`config.mk`:
```
export PLATFORM = sky130hd
export DESIGN_NAME = vga_scan_reader_flat
export DESIGN_NICKNAME = d
export VERILOG_FILES = /design/src/rtl/vga_scan_reader_if.sv /design/src/rtl/vga_scan_reader.sv /design/src/flat_wrapper.sv
export SDC_FILE = /design/constraint.sdc
export NUM_CORES = 1
export LEC_CHECK = 0
export CAP_MARGIN = 20
export CORE_MARGIN = 5
export CORE_UTILIZATION = 27
export CTS_CLUSTER_SIZE = 24
export DETAILED_ROUTE_END_ITERATION = 8
export PLACE_DENSITY = 0.5
export SLEW_MARGIN = 25
export SYNTH_ARGS = -nofsm -noshare
export SYNTH_HDL_FRONTEND = slang
export SYNTH_SLANG_ARGS = --single-unit
```
`constraint.sdc`:
```
create_clock -name clk -period 3.4 [get_ports clk]
set_input_delay 0.68 -clock clk [delete_from_list [all_inputs] [get_ports clk]]
set_output_delay 0.68 -clock clk [all_outputs]
set_load 0.02 [all_outputs]
```
`src/rtl/vga_scan_reader_if.sv`:
```
// Scan-reader bus: pixel-store read port plus the DAC-side video and status outputs.
interface vga_scan_reader_if;
  logic [9:0] readX;
  logic [9:0] readY;
  logic       color;
  logic [3:0] vga_r;
  logic [3:0] vga_g;
  logic [3:0] vga_b;
  logic       hsync;
  logic       vsync;
  logic       pxTick;
  logic       inVblank;
  logic       frameStart;

  modport master (
    output readX, readY, vga_r, vga_g, vga_b, hsync, vsync, pxTick, inVblank, frameStart,
    input  color
  );
  modport slave (
    input  readX, readY, vga_r, vga_g, vga_b, hsync, vsync, pxTick, inVblank, frameStart,
    output color
  );
endinterface

```
`src/rtl/vga_scan_reader.sv`:
```
// VGA timing generator and raster scanner for the 1-bit frame buffer.
// Optional macro BORDER_OVERLAY_EN forces FG_COLOR on the outermost visible pixels.
module vga_scan_reader #(
  parameter int unsigned H_VISIBLE = 640,
  parameter int unsigned H_FRONT   = 16,
  parameter int unsigned H_SYNC    = 96,
  parameter int unsigned H_BACK    = 48,
  parameter int unsigned V_VISIBLE = 480,
  parameter int unsigned V_FRONT   = 10,
  parameter int unsigned V_SYNC    = 2,
  parameter int unsigned V_BACK    = 33,
  parameter int unsigned CLK_DIV   = 2,
  parameter logic [11:0] FG_COLOR  = 12'hFFF,
  parameter logic [11:0] BG_COLOR  = 12'h000
) (
  input  logic              clk,
  input  logic              reset_n,
  vga_scan_reader_if.master vga
);

  localparam int unsigned H_TOTAL = H_VISIBLE + H_FRONT + H_SYNC + H_BACK;
  localparam int unsigned V_TOTAL = V_VISIBLE + V_FRONT + V_SYNC + V_BACK;
  localparam logic [9:0]  H_VIS   = 10'(H_VISIBLE);
  localparam logic [9:0]  V_VIS   = 10'(V_VISIBLE);
  localparam logic [9:0]  H_LAST  = 10'(H_TOTAL - 1);
  localparam logic [9:0]  V_LAST  = 10'(V_TOTAL - 1);
  localparam logic [9:0]  HS_BEG  = 10'(H_VISIBLE + H_FRONT);
  localparam logic [9:0]  HS_END  = 10'(H_VISIBLE + H_FRONT + H_SYNC - 1);
  localparam logic [9:0]  VS_BEG  = 10'(V_VISIBLE + V_FRONT);
  localparam logic [9:0]  VS_END  = 10'(V_VISIBLE + V_FRONT + V_SYNC - 1);
  localparam int unsigned DIV_W   = (CLK_DIV > 1) ? $clog2(CLK_DIV) : 1;

  logic px_tick;

  // With no division the tick is held high from the first clock after reset.
  if (CLK_DIV == 1) begin : g_nodiv
    logic run_q, run_d;
    always_comb run_d = 1'b1;
    always_ff @(posedge clk or negedge reset_n)
      if (!reset_n) run_q <= 1'b0;
      else          run_q <= run_d;
    assign px_tick = run_q;
  end else begin : g_div
    localparam logic [DIV_W-1:0] DIV_LAST = DIV_W'(CLK_DIV - 1);
    logic [DIV_W-1:0] div_cnt_q, div_cnt_d;
    always_comb div_cnt_d = (div_cnt_q == DIV_LAST) ? '0 : div_cnt_q + DIV_W'(1);
    always_ff @(posedge clk or negedge reset_n)
      if (!reset_n) div_cnt_q <= '0;
      else          div_cnt_q <= div_cnt_d;
    assign px_tick = (div_cnt_q == DIV_LAST);
  end

  logic [9:0] h_cnt_q, h_cnt_d, v_cnt_q, v_cnt_d;

  always_comb begin
    h_cnt_d = h_cnt_q;
    v_cnt_d = v_cnt_q;
    if (px_tick) begin
      if (h_cnt_q == H_LAST) begin
        h_cnt_d = '0;
        v_cnt_d = (v_cnt_q == V_LAST) ? '0 : v_cnt_q + 10'd1;
      end else begin
        h_cnt_d = h_cnt_q + 10'd1;
      end
    end
  end

  logic visible;
  assign visible   = (h_cnt_q < H_VIS) && (v_cnt_q < V_VIS);
  // The store is never addressed outside the frame, so blanking reads (0,0).
  assign vga.readX = visible ? h_cnt_q : '0;
  assign vga.readY = visible ? v_cnt_q : '0;

  logic [11:0] pix_rgb;
`ifdef BORDER_OVERLAY_EN
  localparam logic [9:0] H_VIS_M1 = 10'(H_VISIBLE - 1);
  localparam logic [9:0] V_VIS_M1 = 10'(V_VISIBLE - 1);
  logic border;
  assign border  = (h_cnt_q == '0) || (h_cnt_q == H_VIS_M1) ||
                   (v_cnt_q == '0) || (v_cnt_q == V_VIS_M1);
  assign pix_rgb = (vga.color || border) ? FG_COLOR : BG_COLOR;
`else
  assign pix_rgb = vga.color ? FG_COLOR : BG_COLOR;
`endif

  logic [11:0] rgb_q, rgb_d;
  logic        hsync_q, hsync_d, vsync_q, vsync_d, vblank_q, vblank_d;

  // Output stage samples the current pixel on the tick: one tick of latency, all aligned.
  always_comb begin
    rgb_d    = rgb_q;
    hsync_d  = hsync_q;
    vsync_d  = vsync_q;
    vblank_d = vblank_q;
    if (px_tick) begin
      rgb_d    = visible ? pix_rgb : 12'h000;
      hsync_d  = ~((h_cnt_q >= HS_BEG) && (h_cnt_q <= HS_END));
      vsync_d  = ~((v_cnt_q >= VS_BEG) && (v_cnt_q <= VS_END));
      vblank_d = (v_cnt_q >= V_VIS);
    end
  end

  always_ff @(posedge clk or negedge reset_n) begin
    if (!reset_n) begin
      h_cnt_q  <= '0;
      v_cnt_q  <= '0;
      rgb_q    <= '0;
      hsync_q  <= 1'b1;
      vsync_q  <= 1'b1;
      vblank_q <= 1'b0;
    end else begin
      h_cnt_q  <= h_cnt_d;
      v_cnt_q  <= v_cnt_d;
      rgb_q    <= rgb_d;
      hsync_q  <= hsync_d;
      vsync_q  <= vsync_d;
      vblank_q <= vblank_d;
    end
  end

  assign vga.vga_r      = rgb_q[11:8];
  assign vga.vga_g      = rgb_q[7:4];
  assign vga.vga_b      = rgb_q[3:0];
  assign vga.hsync      = hsync_q;
  assign vga.vsync      = vsync_q;
  assign vga.inVblank   = vblank_q;
  assign vga.pxTick     = px_tick;
  assign vga.frameStart = px_tick && (h_cnt_q == H_LAST) && (v_cnt_q == V_LAST);

endmodule

```
`src/flat_wrapper.sv`:
```
// flat-port wrapper written by rule: the top's interface ports become plain ports
module vga_scan_reader_flat 
#(
  parameter int unsigned H_VISIBLE = 640,
  parameter int unsigned H_FRONT   = 16,
  parameter int unsigned H_SYNC    = 96,
  parameter int unsigned H_BACK    = 48,
  parameter int unsigned V_VISIBLE = 480,
  parameter int unsigned V_FRONT   = 10,
  parameter int unsigned V_SYNC    = 2,
  parameter int unsigned V_BACK    = 33,
  parameter int unsigned CLK_DIV   = 2,
  parameter logic [11:0] FG_COLOR  = 12'hFFF,
  parameter logic [11:0] BG_COLOR  = 12'h000
)
  (clk, reset_n, vga_readX, vga_readY, vga_vga_r, vga_vga_g, vga_vga_b, vga_hsync, vga_vsync, vga_pxTick, vga_inVblank, vga_frameStart, vga_color);
  vga_scan_reader_if vga_i ();
  input  logic clk;
  input  logic reset_n;
  output wire logic [$bits(vga_i.readX)-1:0] vga_readX;
  output wire logic [$bits(vga_i.readY)-1:0] vga_readY;
  output wire logic [$bits(vga_i.vga_r)-1:0] vga_vga_r;
  output wire logic [$bits(vga_i.vga_g)-1:0] vga_vga_g;
  output wire logic [$bits(vga_i.vga_b)-1:0] vga_vga_b;
  output wire logic [$bits(vga_i.hsync)-1:0] vga_hsync;
  output wire logic [$bits(vga_i.vsync)-1:0] vga_vsync;
  output wire logic [$bits(vga_i.pxTick)-1:0] vga_pxTick;
  output wire logic [$bits(vga_i.inVblank)-1:0] vga_inVblank;
  output wire logic [$bits(vga_i.frameStart)-1:0] vga_frameStart;
  input wire logic [$bits(vga_i.color)-1:0] vga_color;
  assign vga_readX = vga_i.readX;
  assign vga_readY = vga_i.readY;
  assign vga_vga_r = vga_i.vga_r;
  assign vga_vga_g = vga_i.vga_g;
  assign vga_vga_b = vga_i.vga_b;
  assign vga_hsync = vga_i.hsync;
  assign vga_vsync = vga_i.vsync;
  assign vga_pxTick = vga_i.pxTick;
  assign vga_inVblank = vga_i.inVblank;
  assign vga_frameStart = vga_i.frameStart;
  assign vga_i.color = vga_color;
  vga_scan_reader #(.H_VISIBLE(H_VISIBLE), .H_FRONT(H_FRONT), .H_SYNC(H_SYNC), .H_BACK(H_BACK), .V_VISIBLE(V_VISIBLE), .V_FRONT(V_FRONT), .V_SYNC(V_SYNC), .V_BACK(V_BACK), .CLK_DIV(CLK_DIV), .FG_COLOR(FG_COLOR), .BG_COLOR(BG_COLOR)) u_core (.clk(clk), .reset_n(reset_n), .vga(vga_i));
endmodule
```
# == Word-level counts from Yosys, hierarchy flattened ==
# Index checks and enable logic that the tools add are counted.
# totals
word_cells,34
input_bits,3
register_bits,36
# classes
n_addsub,3
muxes,7
bitwise,2
n_reduce_logical,6
n_lt_le_gt_ge,7
n_eq_ne,2
# op_table
op,n
$mux W10,4
$mux W12,2
$add A10 B1 Y10 const B,2
$eq A10 B10 Y1 const B,2
$ge A10 B9 Y1 const B,2
$ge A10 B10 Y1 const B,1
$le A10 B10 Y1 const B,1
$le A10 B9 Y1 const B,1
$lt A10 B10 Y1 const B,1
$lt A10 B9 Y1 const B,1
$logic_and A1 B1 Y1,5
$not A1 Y1,2
$reduce_and A2 Y1,1
$add A1 B1 Y1 const B,1
$mux W1,1

# == Depth between registers and ports, before layout ==
# Gate-level depths: netlist (run 1).
# depth
ltp_word,3
ltp_mapped,6
mapped_depth_nobuf,6

# == Least setup slack after synthesis (run 1) ==
# Ideal clock, no wire load.
# synth_path
path_kind,reg-to-output
from,register u_core.h_cnt_q[0]
to,output vga_frameStart
t_arrival_ps,1593
setup_slack_ps,1127
path_stages_with_launch,5
path_cell_list,dfrtp_1 -> ha_1 -> nand4_4 -> or3_1 -> nor2_1
# synth_between
elab_chain_len,3
# synth_lines
item,line,rtl
"start, declared",vga_scan_reader.sv:53,"logic [9:0] h_cnt_q, h_cnt_d, v_cnt_q, v_cnt_d;"
"start signal, assigned",vga_scan_reader.sv:112,h_cnt_q <= h_cnt_d;
$eq A10 B10 Y1,vga_scan_reader.sv:128,assign vga.frameStart = px_tick && (h_cnt_q == H_LAST) && (v_cnt_q == V_LAST);
$logic_and A1 B1 Y1 (2 in series),vga_scan_reader.sv:128,
"end, declared",flat_wrapper.sv:29,output wire logic [$bits(vga_i.frameStart)-1:0] vga_frameStart;
# Every way passes these cells.

# == Worst setup path after layout (run 1) ==
# layout_path
from,register u_core.v_cnt_q[6]
to,output vga_readY[4]
# layout_between
elab_chain_len,3
# layout_lines
item,line,rtl
"start, declared",vga_scan_reader.sv:53,
"start signal, assigned",vga_scan_reader.sv:113,v_cnt_q <= v_cnt_d;
$lt A10 B9 Y1,vga_scan_reader.sv:69,assign visible = (h_cnt_q < H_VIS) && (v_cnt_q < V_VIS);
$logic_and A1 B1 Y1,vga_scan_reader.sv:69,
$mux W10,vga_scan_reader.sv:72,assign vga.readY = visible ? v_cnt_q : '0;
"end, declared",flat_wrapper.sv:21,output wire logic [$bits(vga_i.readY)-1:0] vga_readY;
# Every way passes these cells.

==> summary.txt, run 1 <==
Power spent charging and discharging nets -> 0.0001197 W
Worst Hold Path Cells -> 2
Share of the synthesized area in compound gates (AO/OA/AOI/OAI) -> 0.04793
Total negative slack for setup checks -> 0 ps
Residual DRC count -> 0
Max H-tree Level -> 1
Worst setup SP type -> flop
Share of final-layout standard cells stronger than drive strength 1 -> 0.09043
Cell-by-cell listing of the critical path -> nand4_1 -> nor2b_1 -> nand2_1 -> nor2_1 -> clkdlybuf4s50_1
Area enclosed by the die boundary -> 0.007205 mm2
Outcome -> finished, final reports clean
Synthesized instance count -> 159
Via count of the first global-routing pass -> 1248
Core occupancy in the finished layout -> 0.3571
Worst-case hold path end point -> u_core.vga.hsync$_DFFE_PN1P_
I/O pin count -> 40
Flip-flop and latch count after synthesis -> 25
Quantity of hold-fixing buffers added after cts -> 0
Worst-path cell with the longest stage delay -> sky130_fd_sc_hd__clkdlybuf4s50_1
All-Layer GR Usage -> 0.1017
Dominant register cell in the synthesized netlist -> sky130_fd_sc_hd__dfrtp_1
Most frequent cells in the layout -> 38 x sky130_fd_sc_hd__clkdlybuf4s50_1, 23 x sky130_fd_sc_hd__dfrtp_1, 17 x sky130_fd_sc_hd__nor2_1
Fill count -> 570
Wire length of the first global-routing pass -> 6.175 mm
Critical path arrival -> 2520 ps
Switching fraction of total power -> 0.2328
Internal power contribution -> 0.0003946 W
Worst-Skew Late Latency -> 270 ps
Number of cells traversed by the worst register-to-register path -> 5
Number of vias in the routed layout -> 1257
Flop pwr share -> 0.583
Number of search-and-repair iterations in the first detailed-routing pass -> 4
Worst path max stage delay -> 640 ps
Initial DRC count -> 115
Floorplan die height -> 84.88 um
Overall overflow remaining after global route -> 0
Max Transition Viols Final -> 0
Multiplexer share of the synthesized area -> 0.006612
Category of the most critical setup path -> flop to output pin
Placed Instances -> 256
# diodes -> 0
Final Skew -> 3.716 ps
Inserted Clock Buffers -> 3
Routability congestion estimate -> 0.8326
Async set-or-reset flop fraction in the synthesized netlist -> 1.000
CP Data Required Time -> 2720 ps
Slew margin rel. -> 0.4501
Slew of the pin with the lowest slew margin -> 818.6 ps
Number of antenna violations at the first check in global routing -> 0
Top fanout value on the critical path -> 8
Simple logic cell fraction of the synthesized area -> 0.3165
Area added between synthesis and finish -> 29.09%
Synthesized-area fraction occupied by xor and xnor cells -> 0.08099
Distinct cell type count after synthesis -> 35
Net Count, Synth -> 167
Min cycle time layout -> 3201 ps
Final worst setup slack -> 199.0 ps
Peak supply drop -> 0.0001793 V
Path category of the worst min-delay check -> flop to flop
Clock tree from TritonCTS -> yes
Net count, final -> 197
Initial cell density of the core -> 0.2766
Total area of sequential cells -> 628.1 um2
Width of the chip -> 84.88 um
Placement-stage worst setup slack -> 449.0 ps
Buffer count from post-CTS setup fixing -> 0
Share of total power in combinational logic -> 0.067
Wire length per cell -> 13.96 um
Cell Pwr Density -> 263.2 mW/mm2
Total core area -> 0.005473 mm2
Port-buffer cells -> 38
Worst Setup End Kind -> output pin
Syn Area/Cell -> 9.522 um2
HPWL after detailed placement -> 2.722 mm
Final Hold Slack -> 497.6 ps
Clk buf depth -> 2
Synthesized area -> 0.001514 mm2
Reg-to-Reg End -> u_core.v_cnt_q[9]$_DFFE_PN0P_
Dominant combinational cell family by area after synthesis -> simple AND/OR/NAND/NOR gates
Multi-input gate area in the final layout -> 753.2 um2
Number of maximum-capacitance constraint violations -> 0
Number of warnings printed during yosys synthesis -> 0
Worst hold path startpoint -> u_core.vga.hsync$_DFFE_PN1P_
Source of the worst register-to-register timing path -> u_core.h_cnt_q[0]$_DFFE_PN0P_
Finish-stage setup viols -> 0
Fmax -> 0.3124 GHz
Root Driver -> sky130_fd_sc_hd__clkbuf_8
Most common cell after layout, fill and taps aside -> sky130_fd_sc_hd__clkdlybuf4s50_1
Static Leakage -> 0.8169 nW
Portion of the post-synthesis area used by sequential elements -> 0.4149
Slack of the worst reg-to-reg path -> 1430 ps
Share of power burned in the clock network -> 0.350
Pin count of the biggest net entering global routing -> 26
Number of hold-slack violations in the final timing report -> 0
Reg clk slew, reported paths -> 90 ps
Final worst-path cycle share -> 0.9415
Number of standard cells in the final layout excluding fillers -> 260
Core Rows -> 27
Vias per cell -> 4.835
Post-synthesis share of cell area spent on full adders, half adders and majority gates -> 0.04132
Routed Antenna Nets -> 0
Number of sinks on the clock net -> 25
Detailed Route WL -> 3.629 mm
Post-synth EDFFs -> 0
Setup repair after global routing missed its margin -> no
cells in the mapped netlist, types with 2 or more instances:
master / n / area share
sky130_fd_sc_hd__a21oi_1: 3 / 0.0099
sky130_fd_sc_hd__nand2_1: 6 / 0.015
sky130_fd_sc_hd__nand3_1: 9 / 0.030
sky130_fd_sc_hd__nor2_1: 18 / 0.045
sky130_fd_sc_hd__xnor2_1: 13 / 0.075
sky130_fd_sc_hd__buf_4: 12 / 0.060
sky130_fd_sc_hd__nand4_1: 5 / 0.021
sky130_fd_sc_hd__nor3_1: 5 / 0.017
sky130_fd_sc_hd__o21ai_0: 6 / 0.020
sky130_fd_sc_hd__and4_1: 2 / 0.012
sky130_fd_sc_hd__dfstp_2: 2 / 0.035
sky130_fd_sc_hd__nor4b_1: 2 / 0.012
sky130_fd_sc_hd__inv_1: 7 / 0.017
sky130_fd_sc_hd__ha_1: 5 / 0.041
sky130_fd_sc_hd__dfrtp_1: 23 / 0.38
sky130_fd_sc_hd__clkbuf_1: 5 / 0.012
sky130_fd_sc_hd__and3_1: 16 / 0.066
sky130_fd_sc_hd__nor4_1: 3 / 0.012
how the worst max path moves through the flow:
stage / slack [ps] / end / cells after the start / from
floorplan: 1130 / vga_frameStart / 4 / u_core.h_cnt_q[0]$_DFFE_PN0P_
detailed placement: 450 / vga_frameStart / 5 / u_core.h_cnt_q[0]$_DFFE_PN0P_
CTS: 140 / vga_frameStart / 5 / u_core.h_cnt_q[0]$_DFFE_PN0P_
global placement: 450 / vga_frameStart / 5 / u_core.h_cnt_q[0]$_DFFE_PN0P_
global route: 4 / vga_readY[0] / 5 / u_core.v_cnt_q[5]$_DFFE_PN0P_
finish: 200 / vga_readY[4] / 5 / u_core.v_cnt_q[6]$_DFFE_PN0P_
power by group through the flow:
stage | Clock (W) | Sequential (W) | Combinational (W)
after floorplan | 0 | 0.000306 | 0.0000209
after global placement | 0 | 0.000305 | 0.0000356
after detailed placement | 0 | 0.000305 | 0.0000352
after CTS | 0.000184 | 0.000300 | 0.0000355
after global routing | 0.000193 | 0.000300 | 0.0000374
final | 0.000180 | 0.000300 | 0.0000346
critical path: cells and delay by family (launching register included):
kind          cells  cell delay, ps
buf+inv           1             640
flops             1             460
simple gates      4            1170
cell families (layout without fill, tap and decap cells):
family,Yosys count,in the layout
multiplexers,1,1
other,1,1
adder cells (fa/ha/maj),5,5
AND/OR/NAND/NOR,77,77
XOR/XNOR,14,14
AO/OA/AOI/OAI,12,12
buffers and inverters,24,53
flip-flops,25,25
stage by stage:
stage	total power, W	area, um2
after floorplan	0.0003269	1514
after CTS	0.0005191	1952
after detailed placement	0.0003407	1906
final	0.0005143	1954
after global routing	0.0005309	1954
after global placement	0.0003410	1906
area by class of cell:
type / count / area share
well taps: 72 / 0.04609
flip-flops and latches: 25 / 0.3214
clock inverters: 1 / 0.002561
repair buffers: 42 / 0.2100
clock buffers: 3 / 0.02113
inverters: 7 / 0.01344
multi-input cells: 110 / 0.3854
what timing repair did:
action,CTS,global route
hold endpoints to repair,0,0
resized for setup,0,1
setup endpoints to repair,0,1
flip-flops by register name (all words and copies together), names as in the netlist:
register and cells:
u_core.h_cnt_q 10, u_core.vga.pxTick 1, u_core.vga.inVblank 1, u_core.vga.hsync 1, u_core.v_cnt_q 10, u_core.vga.vsync 1
u_core.rgb_q 1
routing by layer:
metal	vias up	global-route usage	wire length, um	part of all wire
met5	-	0	0	0
met4	0	0.02158	36	0.0099
met3	2	0.02427	260	0.072
met2	50	0.1580	1588	0.44
met1	608	0.1440	1744	0.48
li1	597	-	-	-
(Power assumes the default switching activity.)
==> run 2, diff against run 1 <==
Settings changed: CTS_CLUSTER_DIAMETER set to 80.
==> results of run 2 <==
No change in the layout: final DEF, timing and power equal those of run 1.
==> run 3, diff against run 2 <==
Settings changed: CORE_ASPECT_RATIO set to 0.7.
==> summary.txt, run 3 (synthesized netlist as in run 1, its figures left out) <==
Initial DRC count -> 36 (was 115)
HPWL after detailed placement -> 2.783 mm (was 2.722 mm)
Cell Pwr Density -> 260.6 mW/mm2 (was 263.2 mW/mm2)
Static Leakage -> 0.8169 nW (about the same)
Max H-tree Level -> 1 (unchanged)
Pin count of the biggest net entering global routing -> 26 (unchanged)
Finish-stage setup viols -> 0 (unchanged)
Initial cell density of the core -> 0.2835 (was 0.2766)
Length of routed wiring on met1 -> 1.975 mm (was 1.744 mm)
Clock tree from TritonCTS -> yes (unchanged)
Share of total power in combinational logic -> 0.068 (was 0.067)
Outcome -> finished, final reports clean (unchanged)
Buffer count from post-CTS setup fixing -> 0 (unchanged)
Length of routed met2 wiring -> 1.381 mm (was 1.588 mm)
Detailed Route WL -> 3.606 mm (was 3.629 mm)
Width of the chip -> 99.50 um (was 84.88 um)
Number of sinks on the clock net -> 25 (unchanged)
# diodes -> 0 (unchanged)
Total buffers and inverters traversed by the critical path -> 2 (was 1)
Worst-path cell with the longest stage delay -> sky130_fd_sc_hd__clkdlybuf4s50_1 (unchanged)
Number of search-and-repair iterations in the first detailed-routing pass -> 4 (unchanged)
Final Hold Slack -> 507.9 ps (was 497.6 ps)
Worst hold path startpoint -> u_core.vga.hsync$_DFFE_PN1P_ (unchanged)
Slew margin rel. -> 0.4156 (was 0.4501)
Residual DRC count -> 0 (unchanged)
Number of antenna violations at the first check in global routing -> 0 (unchanged)
Fmax -> 0.3201 GHz (was 0.3124 GHz)
Most common cell after layout, fill and taps aside -> sky130_fd_sc_hd__clkdlybuf4s50_1 (unchanged)
Slew of the pin with the lowest slew margin -> 869.8 ps (was 818.6 ps)
Share of power burned in the clock network -> 0.343 (was 0.350)
Design Power -> 0.0005086 W (was 0.0005143 W)
Worst-Skew Late Latency -> 270 ps (about the same)
Inserted Clock Buffers -> 3 (unchanged)
Net count, final -> 197 (unchanged)
Worst setup SP type -> flop (unchanged)
Port-buffer cells -> 38 (unchanged)
Routability congestion estimate -> 0.8054 (was 0.8326)
Min cycle time layout -> 3124 ps (was 3201 ps)
Core occupancy in the finished layout -> 0.3655 (was 0.3571)
Total negative slack for setup checks -> 0 ps (unchanged)
Number of vias in the routed layout -> 1212 (was 1257)
Path category of the worst min-delay check -> flop to flop (unchanged)
Peak supply drop -> 0.0001530 V (was 0.0001793 V)
Final worst-path cycle share -> 0.9189 (was 0.9415)
Worst Hold Path Cells -> 2 (unchanged)
Flop pwr share -> 0.589 (was 0.583)
Floorplan die height -> 72.65 um (was 84.88 um)
Registers with the highest flip-flop counts -> u_core.h_cnt_q: 10 flops, u_core.v_cnt_q: 10 flops (unchanged)
Vias per cell -> 4.662 (was 4.835)
Area added between synthesis and finish -> 28.93% (was 29.09%)
Internal power contribution -> 0.0003945 W (was 0.0003946 W)
DR top layer -> met4 (unchanged)
Quantity of hold-fixing buffers added after cts -> 0 (unchanged)
Worst path max stage delay -> 660 ps (was 640 ps)
Reg clk slew, reported paths -> 90 ps (about the same)
Core Rows -> 22 (was 27)
Number of cells traversed by the worst register-to-register path -> 5 (unchanged)
Power spent charging and discharging nets -> 0.0001141 W (was 0.0001197 W)
Setup repair after global routing missed its margin -> no (unchanged)
I/O pin count -> 40 (unchanged)
Worst Setup End Kind -> output pin (unchanged)
Category of the most critical setup path -> flop to output pin (unchanged)
Root Driver -> sky130_fd_sc_hd__clkbuf_8 (unchanged)
Number of maximum-capacitance constraint violations -> 0 (unchanged)
Wire length per cell -> 13.87 um (was 13.96 um)
Total core area -> 0.005340 mm2 (was 0.005473 mm2)
Cell-by-cell listing of the critical path -> inv_1 -> ha_1 -> nor4bb_1 -> nand4_1 -> nor2_1 -> clkdlybuf4s50_1 (was nand4_1 -> nor2b_1 -> nand2_1 -> nor2_1 -> clkdlybuf4s50_1)
Share of final-layout standard cells stronger than drive strength 1 -> 0.08511 (was 0.09043)
Met3 WL -> 234 um (was 260 um)
Final Skew -> 7.475 ps (was 3.716 ps)
Number of hold-slack violations in the final timing report -> 0 (unchanged)
Reg-to-Reg End -> u_core.v_cnt_q[9]$_DFFE_PN0P_ (unchanged)
CP Data Required Time -> 2720 ps (about the same)
All-Layer GR Usage -> 0.1044 (was 0.1017)
Fill count -> 561 (was 570)
Via count of the first global-routing pass -> 1208 (was 1248)
Worst-case hold path end point -> u_core.vga.hsync$_DFFE_PN1P_ (unchanged)
Area enclosed by the die boundary -> 0.007229 mm2 (was 0.007205 mm2)
Overall overflow remaining after global route -> 0 (unchanged)
Number of gates resized after CTS -> 0 (unchanged)
Routed Antenna Nets -> 0 (unchanged)
Critical path's top delay family -> buffers and inverters (was simple AND/OR/NAND/NOR gates)
Clk buf depth -> 2 (unchanged)
Critical path arrival -> 2440 ps (was 2520 ps)
Switching fraction of total power -> 0.2243 (was 0.2328)
Max Transition Viols Final -> 0 (unchanged)
Most frequent cells in the layout -> 38 x sky130_fd_sc_hd__clkdlybuf4s50_1, 23 x sky130_fd_sc_hd__dfrtp_1, 18 x sky130_fd_sc_hd__nor2_1 (was 38 x sky130_fd_sc_hd__clkdlybuf4s50_1, 23 x sky130_fd_sc_hd__dfrtp_1, 17 x sky130_fd_sc_hd__nor2_1)
Wire length of the first global-routing pass -> 6.141 mm (was 6.175 mm)
Slack of the worst reg-to-reg path -> 1510 ps (was 1430 ps)
Source of the worst register-to-register timing path -> u_core.h_cnt_q[0]$_DFFE_PN0P_ (unchanged)
Top fanout value on the critical path -> 6 (was 8)
[run 3: cell types whose count changed in the layout (fill, tap and decap cells not counted)]
cell,previous run,this run
sky130_fd_sc_hd__nor2_1,17,18
sky130_fd_sc_hd__nor2_2,1,0
[run 3: layer usage]
layer | up-vias | GRT usage
li1 | 602 | -
met1 | 571 | 0.1591
met3 | 2 | 0.04107
met4 | 0 | 0.009091
met5 | - | 0
met2 | 37 | 0.1421
[run 3: area by class of cell]
type / instances / area, um2 / share of cell area
sequential: 25 / 628.1 / 0.3218
timing repair buffer: 42 / 410.4 / 0.2103
tap: 72 / 90.09 / 0.04615
clock inverter: 1 / 5.005 / 0.002564
multi-input combinational: 110 / 750.7 / 0.3846
clock buffer: 3 / 41.29 / 0.02115
inverter: 7 / 26.28 / 0.01346
[run 3: power groups by stage]
stage / sequential (W) / combinational (W) / clock (W)
finish: 0.000300 / 0.0000345 / 0.000175
global route: 0.000300 / 0.0000376 / 0.000200
CTS: 0.000300 / 0.0000355 / 0.000186
detailed placement: 0.000306 / 0.0000351 / 0
global placement: 0.000305 / 0.0000356 / 0
floorplan: 0.000306 / 0.0000209 / 0
[run 3: worst max path at each step]
| stage | start | cells past startpoint | end | slack (ps) |
|---|---|---|---|---|
| finish | u_core.v_cnt_q[0]$_DFFE_PN0P_ | 6 | vga_frameStart | 280 |
| global route | u_core.v_cnt_q[0]$_DFFE_PN0P_ | 6 | vga_frameStart | 80 |
| CTS | u_core.h_cnt_q[0]$_DFFE_PN0P_ | 5 | vga_frameStart | 240 |
| detailed placement | u_core.h_cnt_q[0]$_DFFE_PN0P_ | 5 | vga_frameStart | 550 |
| global placement | u_core.h_cnt_q[0]$_DFFE_PN0P_ | 5 | vga_frameStart | 580 |
| floorplan | u_core.h_cnt_q[0]$_DFFE_PN0P_ | 4 | vga_frameStart | 1130 |
[run 3: per-stage QoR]
| stage | cells | worst slack (ps) | area [um2] |
|---|---|---|---|
| 2_1_floorplan | 159 | 1127 | 1514 |
| 3_3_place_gp | 256 | 576.2 | 1906 |
| 3_5_place_dp | 256 | 545.3 | 1906 |
| 4_1_cts | 260 | 236.4 | 1952 |
| 5_1_grt | 260 | 80.02 | 1952 |
| 6_report | 260 | 275.8 | 1952 |
[run 3: worst register-to-register path, cell delays in order, from the launching register on]
cell and delay [ps]:
sky130_fd_sc_hd__dfrtp_1 410, sky130_fd_sc_hd__ha_1 240, sky130_fd_sc_hd__nand4_4 150, sky130_fd_sc_hd__nor4_4 410
sky130_fd_sc_hd__or4b_1 460, sky130_fd_sc_hd__a21oi_1 150
